## src/rtl/arb_pkg.sv

```systemverilog
// Shared arbitration types and helpers for the round-robin arbiter family.
package arb_pkg;
    localparam int N   = 8;
    localparam int IDW = 3;

    typedef enum logic {
        IDLE  = 1'b0,
        GRANT = 1'b1
    } state_t;

    // Bits at or above the rotating pointer form the first-pass search window.
    function automatic logic [N-1:0] rr_mask(input logic [IDW-1:0] ptr);
        logic [N-1:0] m;
        for (int i = 0; i < N; i++) begin
            m[i] = (i >= int'(ptr));
        end
        return m;
    endfunction
endpackage

```

## src/rtl/rr_arbiter_8_if.sv

```systemverilog
// Request/grant bundle between requesters (master) and the arbiter (slave).
interface rr_arbiter_8_if;
    logic [arb_pkg::N-1:0]   req;
    logic [arb_pkg::N-1:0]   gnt;
    logic [arb_pkg::IDW-1:0] gnt_id;
    logic                    gnt_valid;
    logic                    timeout;

    modport master (output req, input gnt, input gnt_id, input gnt_valid, input timeout);
    modport slave  (input req, output gnt, output gnt_id, output gnt_valid, output timeout);
endinterface

```

## src/rtl/rr_pick.sv

```systemverilog
// Combinational rotating-priority picker: lowest request at/above ptr, else lowest overall.
module rr_pick
    import arb_pkg::*;
(
    input  logic [N-1:0]   req,
    input  logic [IDW-1:0] ptr,
    output logic [IDW-1:0] pick_id,
    output logic [N-1:0]   pick_oh,
    output logic           pick_any
);
    logic [N-1:0] masked;
    logic [N-1:0] pool;

    always_comb begin
        masked  = req & rr_mask(ptr);
        pool    = (masked != '0) ? masked : req;
        pick_id = '0;
        // Descending scan so the lowest set bit is the last assignment.
        for (int i = N - 1; i >= 0; i--) begin
            if (pool[i]) pick_id = IDW'(i);
        end
        pick_any         = |req;
        pick_oh          = '0;
        pick_oh[pick_id] = pick_any;
    end
endmodule

```

## src/rtl/rr_arbiter_8.sv

```systemverilog
// Eight-way round-robin arbiter with registered grant and optional hold timeout.
module rr_arbiter_8
    import arb_pkg::*;
#(
    parameter int MAX_HOLD = 16,
    parameter int CNTW     = 5
) (
    input  logic           clk,
    input  logic           rst_n,
    rr_arbiter_8_if.slave  bus
);
    localparam logic [CNTW-1:0] HOLD_LAST = (MAX_HOLD == 0) ? '0 : CNTW'(MAX_HOLD - 1);

    state_t          state, state_nxt;
    logic [IDW-1:0]  ptr, ptr_nxt;
    logic [CNTW-1:0] hold_cnt, hold_nxt;
    logic [N-1:0]    gnt_p0, gnt_nxt;
    logic [IDW-1:0]  gnt_id_p0, gnt_id_nxt;
    logic            vld_p0, vld_nxt;
    logic            timeout_p0, timeout_nxt;

    logic [IDW-1:0]  pick_id;
    logic [N-1:0]    pick_oh;
    logic            pick_any;
    logic            owner_req;
    logic            hold_hit;

    rr_pick u_pick (
        .req      (bus.req),
        .ptr      (ptr),
        .pick_id  (pick_id),
        .pick_oh  (pick_oh),
        .pick_any (pick_any)
    );

    assign owner_req = bus.req[gnt_id_p0];
    assign hold_hit  = (MAX_HOLD != 0) && (hold_cnt == HOLD_LAST);

    always_comb begin
        state_nxt   = state;
        ptr_nxt     = ptr;
        hold_nxt    = hold_cnt;
        gnt_nxt     = gnt_p0;
        gnt_id_nxt  = gnt_id_p0;
        vld_nxt     = vld_p0;
        timeout_nxt = 1'b0;
        case (state)
            IDLE: begin
                if (pick_any) begin
                    gnt_nxt    = pick_oh;
                    gnt_id_nxt = pick_id;
                    vld_nxt    = 1'b1;
                    hold_nxt   = '0;
                    state_nxt  = GRANT;
                end
            end
            GRANT: begin
                if (!owner_req || hold_hit) begin
                    // Advancing past the owner gives it lowest priority next round.
                    gnt_nxt     = '0;
                    vld_nxt     = 1'b0;
                    ptr_nxt     = gnt_id_p0 + IDW'(1);
                    hold_nxt    = '0;
                    timeout_nxt = owner_req;
                    state_nxt   = IDLE;
                end else if (hold_cnt != '1) begin
                    hold_nxt = hold_cnt + CNTW'(1);
                end
            end
            default: state_nxt = IDLE;
        endcase
    end

    // Output register stage
    always_ff @(posedge clk or negedge rst_n) begin
        if (!rst_n) begin
            state      <= IDLE;
            ptr        <= '0;
            hold_cnt   <= '0;
            gnt_p0     <= '0;
            gnt_id_p0  <= '0;
            vld_p0     <= 1'b0;
            timeout_p0 <= 1'b0;
        end else begin
            state      <= state_nxt;
            ptr        <= ptr_nxt;
            hold_cnt   <= hold_nxt;
            gnt_p0     <= gnt_nxt;
            gnt_id_p0  <= gnt_id_nxt;
            vld_p0     <= vld_nxt;
            timeout_p0 <= timeout_nxt;
        end
    end

    assign bus.gnt       = gnt_p0;
    assign bus.gnt_id    = gnt_id_p0;
    assign bus.gnt_valid = vld_p0;
    assign bus.timeout   = timeout_p0;
endmodule

```

## src/flat_wrapper.sv

```systemverilog
// flat-port wrapper written by rule: the top's interface ports become plain ports
module rr_arbiter_8_flat import arb_pkg::*;
#(
    parameter int MAX_HOLD = 16,
    parameter int CNTW     = 5
)
  (clk, rst_n, bus_req, bus_gnt, bus_gnt_id, bus_gnt_valid, bus_timeout);
  rr_arbiter_8_if bus_i ();
  input  logic clk;
  input  logic rst_n;
  input wire logic [$bits(bus_i.req)-1:0] bus_req;
  output wire logic [$bits(bus_i.gnt)-1:0] bus_gnt;
  output wire logic [$bits(bus_i.gnt_id)-1:0] bus_gnt_id;
  output wire logic [$bits(bus_i.gnt_valid)-1:0] bus_gnt_valid;
  output wire logic [$bits(bus_i.timeout)-1:0] bus_timeout;
  assign bus_i.req = bus_req;
  assign bus_gnt = bus_i.gnt;
  assign bus_gnt_id = bus_i.gnt_id;
  assign bus_gnt_valid = bus_i.gnt_valid;
  assign bus_timeout = bus_i.timeout;
  rr_arbiter_8 #(.MAX_HOLD(MAX_HOLD), .CNTW(CNTW)) u_core (.clk(clk), .rst_n(rst_n), .bus(bus_i));
endmodule
```

## config.mk

```make
export PLATFORM = sky130hd
export DESIGN_NAME = rr_arbiter_8_flat
export DESIGN_NICKNAME = d
export VERILOG_FILES = /design/src/rtl/arb_pkg.sv /design/src/rtl/rr_arbiter_8_if.sv /design/src/rtl/rr_pick.sv /design/src/rtl/rr_arbiter_8.sv /design/src/flat_wrapper.sv
export SDC_FILE = /design/constraint.sdc
export NUM_CORES = 1
export LEC_CHECK = 0
export CAP_MARGIN = 20
export CORE_ASPECT_RATIO = 1.4
export CORE_MARGIN = 1
export CORE_UTILIZATION = 30
export CTS_CLUSTER_SIZE = 16
export DETAILED_ROUTE_END_ITERATION = 10
export GPL_TIMING_DRIVEN = 0
export SYNTH_ARGS = -nofsm -noshare
export SYNTH_HDL_FRONTEND = slang
export SYNTH_SLANG_ARGS = --single-unit
```

## constraint.sdc

```tcl
create_clock -name clk -period 1.95 [get_ports clk]
set_input_delay 0.585 -clock clk [delete_from_list [all_inputs] [get_ports clk]]
set_output_delay 0.585 -clock clk [all_outputs]
set_load 0.02 [all_outputs]
```

==> run summary, run 1 <==
WL/cell -> 14.5 um
Syn avg cell area -> 9.80 um^2
Met3 usage -> 1.73%
Static Leakage -> 0.000786 uW
CTS buffer count -> 3
Maximum VDD drop -> 498 uV
CP max stage delay -> 0.39 ns
First-pass GRT wire length -> 5.44 mm
F_max -> 0.507 GHz
Die W -> 58.8 um
Clock Skew -> 0.0100 ns
Kind of end point of the critical path -> flip-flop
Via count -> 1160
Port Buf Inserts -> 21
Crit-path cells -> buf_6, a21boi_2, o21ai_2, o221a_1, o31a_1, o2bb2ai_2, a21oi_2, a32o_1
Largest family of logic cells by synthesized area -> compound AO/OA/AOI/OAI gates
Slew Limit Fails -> 0
Clk Latency, worst-skew pair -> 0.27 ns
Syn_nets -> 152
Simple-Gate Fraction of Synth Area -> 20.3%
Most common library cells after synthesis -> nand2_1 (25), dfrtp_1 (22), o21ai_0 (8)
CORE AREA -> 0.00427 mm^2
Post-synthesis cell count -> 138
M2 GR Usage -> 27.5%
Routed Antenna Nets -> 0
Top cell type's share of synthesized area -> 40.7%
Top-count cell post-synth -> nand2_1
Rows -> 28
Met1 Track Usage GR -> 17.5%
Vias in the first global route -> 1171
N_diodes -> 0
Number of max-cap violations -> 0
Async SR Flop Fraction -> 100%
Crit-path max FO -> 8
Hold slack -> 0.486 ns
Initial Utilization -> 31.6%
Slowest-stage cell, CP -> dfrtp_1
Yosys reg bits -> 22
Fin nets -> 184
Crit path max-delay family -> compound AO/OA/AOI/OAI gates
Top FF cell, synth -> dfrtp_1
Initial antenna violation count -> 0
HPWL Detailed -> 2.50 mm
Pwr/cell area -> 1520 mW/mm^2
Synth-to-Final Area Change -> 33.4%
Post-synthesis cell area -> 0.00135 mm^2
Rel. slew slack -> 51.7%
Fill cell count -> 452
CTS Sinks -> 22
Mux contribution to synthesized area -> 4.90%
Failing checks -> setup timing
Vias per inst -> 5.07
Clock root cell -> clkbuf_8
Slew @ Worst Pin -> 0.724 ns
H-Tree Level Count -> 1
Number of synthesized flops with an enable pin -> 0
Total grt overflow -> 0
Post-Synth XOR/XNOR Area -> 1.94%
Most used routing layer -> met2
Die footprint -> 0.00478 mm^2
Die span in y -> 81.4 um
RSZ-0062 raised after global routing -> yes
Synthesis warning total -> 0
Final setup violation count -> 1
TritonCTS clock tree -> yes
Dominant cells by area after synthesis -> dfrtp_1 (41%), nand2_1 (6.9%), ha_1 (3.7%)
Yosys top cell by area -> dfrtp_1
Outcome -> complete, but fails checks
Crit share post-route -> 101%
Largest net degree at the start of global routing -> 23
Worst Setup Start Kind -> flip-flop
Minimum clock period -> 1.97 ns
GPL Wtd Cong -> 0.868
Required time at the endpoint of the critical path -> 2.11 ns
# hold bufs at CTS -> 0
Setup CP Type -> flip-flop to flip-flop
Final design utilization -> 42.2%
DRC viols -> 0
Post-layout worst setup margin -> -0.0231 ns
Complex-gate fraction of the synthesized area -> 23.3%
Number of distinct library cells after synthesis -> 45
CP Buf/Inv Count -> 1
CP arrival -> 2.14 ns
Total wire length -> 3.33 mm
Fin. Hold Viols -> 0
Clk slew on worst S/H paths -> 0.08 ns
Total global-route track usage -> 15.0%
Drt first pass iters -> 4
Share of cells above drive strength 1 -> 29.6%
Ports -> 23
Sequential share of the synthesized area -> 40.7%
Worst hold path type -> flip-flop to flip-flop
Clk buf depth -> 2
Drt initial violations -> 62
Synthesized-area fraction occupied by adder cells -> 3.70%
==> logic make-up (layout without fill, tap and decap cells) <==
kind of cell / after synthesis / after routing
mux: 4 / 4
flops: 22 / 22
buf+inv: 8 / 38
compound gates: 41 / 42
fa+ha+maj: 4 / 4
xor+xnor: 3 / 3
simple gates: 56 / 56
==> final timing paths <==
path                                       from              endpoint  slack [ns]  cells past startpoint
hold reg to reg            u_core.bus.gnt_valid  u_core.bus.gnt_valid        0.49                      2
setup reg to reg                  u_core.ptr[0]     u_core.bus.gnt[2]       -0.02                      8
setup / recovery                  u_core.ptr[0]     u_core.bus.gnt[2]       -0.02                      8
hold / removal             u_core.bus.gnt_valid  u_core.bus.gnt_valid        0.49                      2
min in group asynchronous                 rst_n     u_core.bus.gnt[7]        0.53                      1
max in group asynchronous                 rst_n         u_core.ptr[2]        1.04                      2
==> per-stage QoR <==
stage / instances / cell area (um^2) / total power, uW / setup slack, ns / setup TNS (ns)
2_1_floorplan: 138 / 1360 / 1750 / -0.0517 / -0.131
3_3_place_gp: 219 / 1650 / 2190 / -0.768 / -14.39
3_5_place_dp: 219 / 1650 / 2220 / -0.790 / -14.84
4_1_cts: 226 / 1750 / 2690 / 0.00627 / 0
5_1_grt: 229 / 1800 / 2930 / -0.129 / -0.650
6_report: 229 / 1800 / 2740 / -0.0231 / -0.0231
==> state kept, by name (all words and copies together) (netlist names) <==
name                  cells
u_core.ptr                3
u_core.state              1
u_core.bus.gnt            8
u_core.bus.gnt_valid      1
u_core.hold_cnt           5
u_core.bus.gnt_id         3
u_core.bus.timeout        1
==> power breakdown <==
group	total, uW	switching, uW	internal [uW]
sequential	749	132	616
combinational	1660	911	749
clock	329	149	180
==> layout by cell type, fill, tap and decap left out, types with 2 or more instances in the layout <==
cell type | synthesis | layout
dfrtp_1 | 22 | 21
dlygate4sd2_1 | 0 | 3
buf_2 | 0 | 4
o21ai_0 | 8 | 5
and3_1 | 4 | 4
ha_1 | 4 | 4
buf_4 | 0 | 5
nand4_1 | 2 | 2
nand2_1 | 25 | 24
nor2b_2 | 1 | 2
o21ai_2 | 3 | 5
mux4_2 | 2 | 2
xnor2_1 | 3 | 3
buf_6 | 4 | 3
a21oi_2 | 1 | 2
clkbuf_8 | 1 | 5
nand3_1 | 4 | 3
o21ai_1 | 3 | 4
nand2b_1 | 2 | 2
nor2_4 | 1 | 2
a22o_1 | 3 | 3
clkdlybuf4s50_1 | 0 | 11
a32o_1 | 3 | 3
nor2_1 | 7 | 6
and2_1 | 2 | 2
inv_1 | 3 | 3
a21oi_1 | 6 | 5
==> area by class of cell <==
class	instances	area (um^2)	share of cell area, %
Tap cell	60	75.1	4.16
Inverter	3	11.3	0.624
Buffer	5	62.6	3.47
Multi-Input combinational cell	109	811	44.9
Clock buffer	4	55.1	3.05
Sequential cell	22	552	30.6
Timing Repair Buffer	26	238	13.2
==> metal layers <==
| metal | vias to the layer above | share of wire [%] |
|---|---|---|
| met2 | 20 | 54 |
| met4 | 0 | 1.5 |
| li1 | 565 | - |
| met3 | 5 | 3.0 |
| met1 | 570 | 42 |
| met5 | - | 0 |
==> tightest hold or removal path: stages, from the launching register on <==
cell     delay [ns]
dfrtp_1        0.35
nand2_1        0.05
nand2_1        0.06
==> timing repair <==
item,in CTS,in global routing
buffers inserted,2,2
gates cloned,1,0
pin swaps,8,13
endpoints found under the setup margin,23,15
gates resized for setup,39,11
Note: power is estimated with default switching activity, not from simulation.
==> run 2: changes to the inputs <==
PLACE_DENSITY_LB_ADDON = 0.12   (was unset)
==> run 2 against run 1 <==
  * The run still ends with setup timing left
  * Power grew 5.3%
  * Count of clock-buffer cells in the layout fell by 1
  * Global-route usage rose by 1.1 points
  * Die area unchanged
  * Sequential share of layout area down 0.93 points
  * Fmax fell by 0.79%
  * Via count is 3.1% higher
  * Critical path type is now input pin to flip-flop
  * Non-clock buffer count decreased by 1
  * Final cell count decreased by 0.44%
  * Wire length up 4.9%
  * Combinational power is 3% higher
==> run summary, run 2 (synthesis results as in run 1) <==
Share of cells above drive strength 1 -> 30.4% (was 29.6%)
Routed Antenna Nets -> 0 (unchanged)
Crit share post-route -> 102% (was 101%)
Clock Skew -> 0.00399 ns (was 0.0100 ns)
Fin. Hold Viols -> 0 (unchanged)
HPWL Detailed -> 2.53 mm (was 2.50 mm)
Clock root cell -> clkbuf_8 (unchanged)
DRC viols -> 0 (unchanged)
Vias in the first global route -> 1217 (was 1171)
CP arrival -> 2.15 ns (was 2.14 ns)
Largest net degree at the start of global routing -> 23 (unchanged)
GPL Wtd Cong -> 0.784 (was 0.868)
Outcome -> complete, but fails checks (unchanged)
Fin nets -> 183 (was 184)
Rows -> 28 (unchanged)
Die footprint -> 0.00478 mm^2 (unchanged)
Setup CP Type -> input pin to flip-flop (was flip-flop to flip-flop)
Synth-to-Final Area Change -> 37.3% (was 33.4%)
CORE AREA -> 0.00427 mm^2 (unchanged)
Clk Latency, worst-skew pair -> 0.26 ns (was 0.27 ns)
Clk buf depth -> 2 (unchanged)
Worst hold path type -> flip-flop to flip-flop (unchanged)
Initial Utilization -> 31.6% (unchanged)
Placed cell count -> 219 (unchanged)
Most common cell after layout, fill and taps aside -> nand2_1 (unchanged)
TritonCTS clock tree -> yes (unchanged)
Total wire length -> 3.49 mm (was 3.33 mm)
Rel. slew slack -> 66.6% (was 51.7%)
Slew Limit Fails -> 0 (unchanged)
Total grt overflow -> 0 (unchanged)
F_max -> 0.503 GHz (was 0.507 GHz)
Most frequent cells in the layout -> nand2_1 (24), dfrtp_1 (22), clkdlybuf4s50_1 (11) (was nand2_1 (24), dfrtp_1 (21), clkdlybuf4s50_1 (11))
Number of max-cap violations -> 0 (unchanged)
Via count -> 1196 (was 1160)
Required time at the endpoint of the critical path -> 2.11 ns (about the same)
H-Tree Level Count -> 1 (unchanged)
Layout Cells excl Fill -> 228 (was 229)
Port Buf Inserts -> 21 (unchanged)
Maximum VDD drop -> 779 uV (was 498 uV)
Minimum clock period -> 1.99 ns (was 1.97 ns)
Die W -> 58.8 um (unchanged)
Hold slack -> 0.477 ns (was 0.486 ns)
RSZ-0062 raised after global routing -> yes (unchanged)
First-pass GRT wire length -> 5.80 mm (was 5.44 mm)
Worst Setup Start Kind -> input pin (was flip-flop)
Post-layout worst setup margin -> -0.0388 ns (was -0.0231 ns)
Static Leakage -> 0.000792 uW (was 0.000786 uW)
Kind of end point of the critical path -> flip-flop (unchanged)
Final setup violation count -> 3 (was 1)
Max reg flops -> 8 (unchanged)
Pwr/cell area -> 1550 mW/mm^2 (was 1520 mW/mm^2)
Total global-route track usage -> 16.1% (was 15.0%)
CTS Sinks -> 22 (unchanged)
Vias per inst -> 5.25 (was 5.07)
Failing checks -> setup timing (unchanged)
N_diodes -> 0 (unchanged)
CTS buffer count -> 3 (unchanged)
Drt first pass iters -> 4 (unchanged)
Clk slew on worst S/H paths -> 0.08 ns (about the same)
Slew @ Worst Pin -> 0.496 ns (was 0.724 ns)
Final design utilization -> 43.4% (was 42.2%)
# hold bufs at CTS -> 0 (unchanged)
Die span in y -> 81.4 um (unchanged)
Ports -> 23 (unchanged)
Initial antenna violation count -> 0 (unchanged)
Drt initial violations -> 48 (was 62)
Crit-path max FO -> 5 (was 8)
WL/cell -> 15.3 um (was 14.5 um)
## run 2: cell type report
type | count | area [um^2]
fill | 443 | 2420
multi-input combinational | 109 | 841
clock inverter | 1 | 30.0
buffer | 5 | 62.6
sequential | 22 | 551
timing repair buffer | 25 | 245
inverter | 3 | 11.3
clock buffer | 3 | 41.3
tap | 60 | 75.1
## run 2: power by group
| part | switching (uW) | total [uW] | internal (uW) |
|---|---|---|---|
| Sequential | 132 | 746 | 614 |
| Clock | 152 | 427 | 274 |
| Combinational | 955 | 1710 | 756 |
| Total | 1240 | 2880 | 1640 |
## run 2: critical path: stages
cell and delay [ns]:
clkdlybuf4s15_1 0.25, mux4_2 0.53, mux2i_4 0.26, nor2_4 0.08, nand2_4 0.10, o21ai_4 0.09
a22o_2 0.25
## run 2: final timing paths
| path | startpoint | endpoint | slack [ns] | cells past startpoint |
|---|---|---|---|---|
| worst max-delay path | bus_req[3] | u_core.bus.gnt[6] | -0.04 | 7 |
| worst min register to register | u_core.bus.gnt_valid | u_core.bus.gnt_valid | 0.48 | 2 |
| min in group asynchronous | rst_n | u_core.bus.gnt[5] | 0.51 | 1 |
| max in group asynchronous | rst_n | u_core.bus.gnt_id[2] | 1.06 | 2 |
| worst min-delay path | u_core.bus.gnt_valid | u_core.bus.gnt_valid | 0.48 | 2 |
| worst max register to register | u_core.ptr[0] | u_core.bus.gnt[2] | 0 | 8 |
## run 2: repair_timing
item / 4_1_cts / 5_1_grt
pin swaps: 12 / 4
setup buffers: 3 / 0
endpoints found under the setup margin: 23 / 14
gates resized for setup: 44 / 6
cloned: 1 / 0
## run 2: metrics by stage
stage	setup TNS (ns)	total power [uW]	setup slack, ns	cell area (um^2)
2_1_floorplan	-0.131	1750	-0.0517	1360
3_3_place_gp	-13.76	2190	-0.756	1650
3_5_place_dp	-14.03	2230	-0.753	1650
4_1_cts	-0.00268	2850	-0.00268	1810
5_1_grt	-0.549	3080	-0.0988	1860
6_report	-0.0875	2880	-0.0388	1860
## run 2: per-layer routing
layer	GRT usage [%]	up-vias	share of wire, %
met5	0	-	0
met4	8.57	0	2.6
met3	1.57	8	2.4
met2	28.7	29	55
met1	18.8	595	40
li1	-	564	-
==> run 3: changes to the inputs <==
CTS_CLUSTER_SIZE = 24   (was 16)
==> results of run 3 <==
No change in the layout: final DEF, timing and power equal those of run 2.
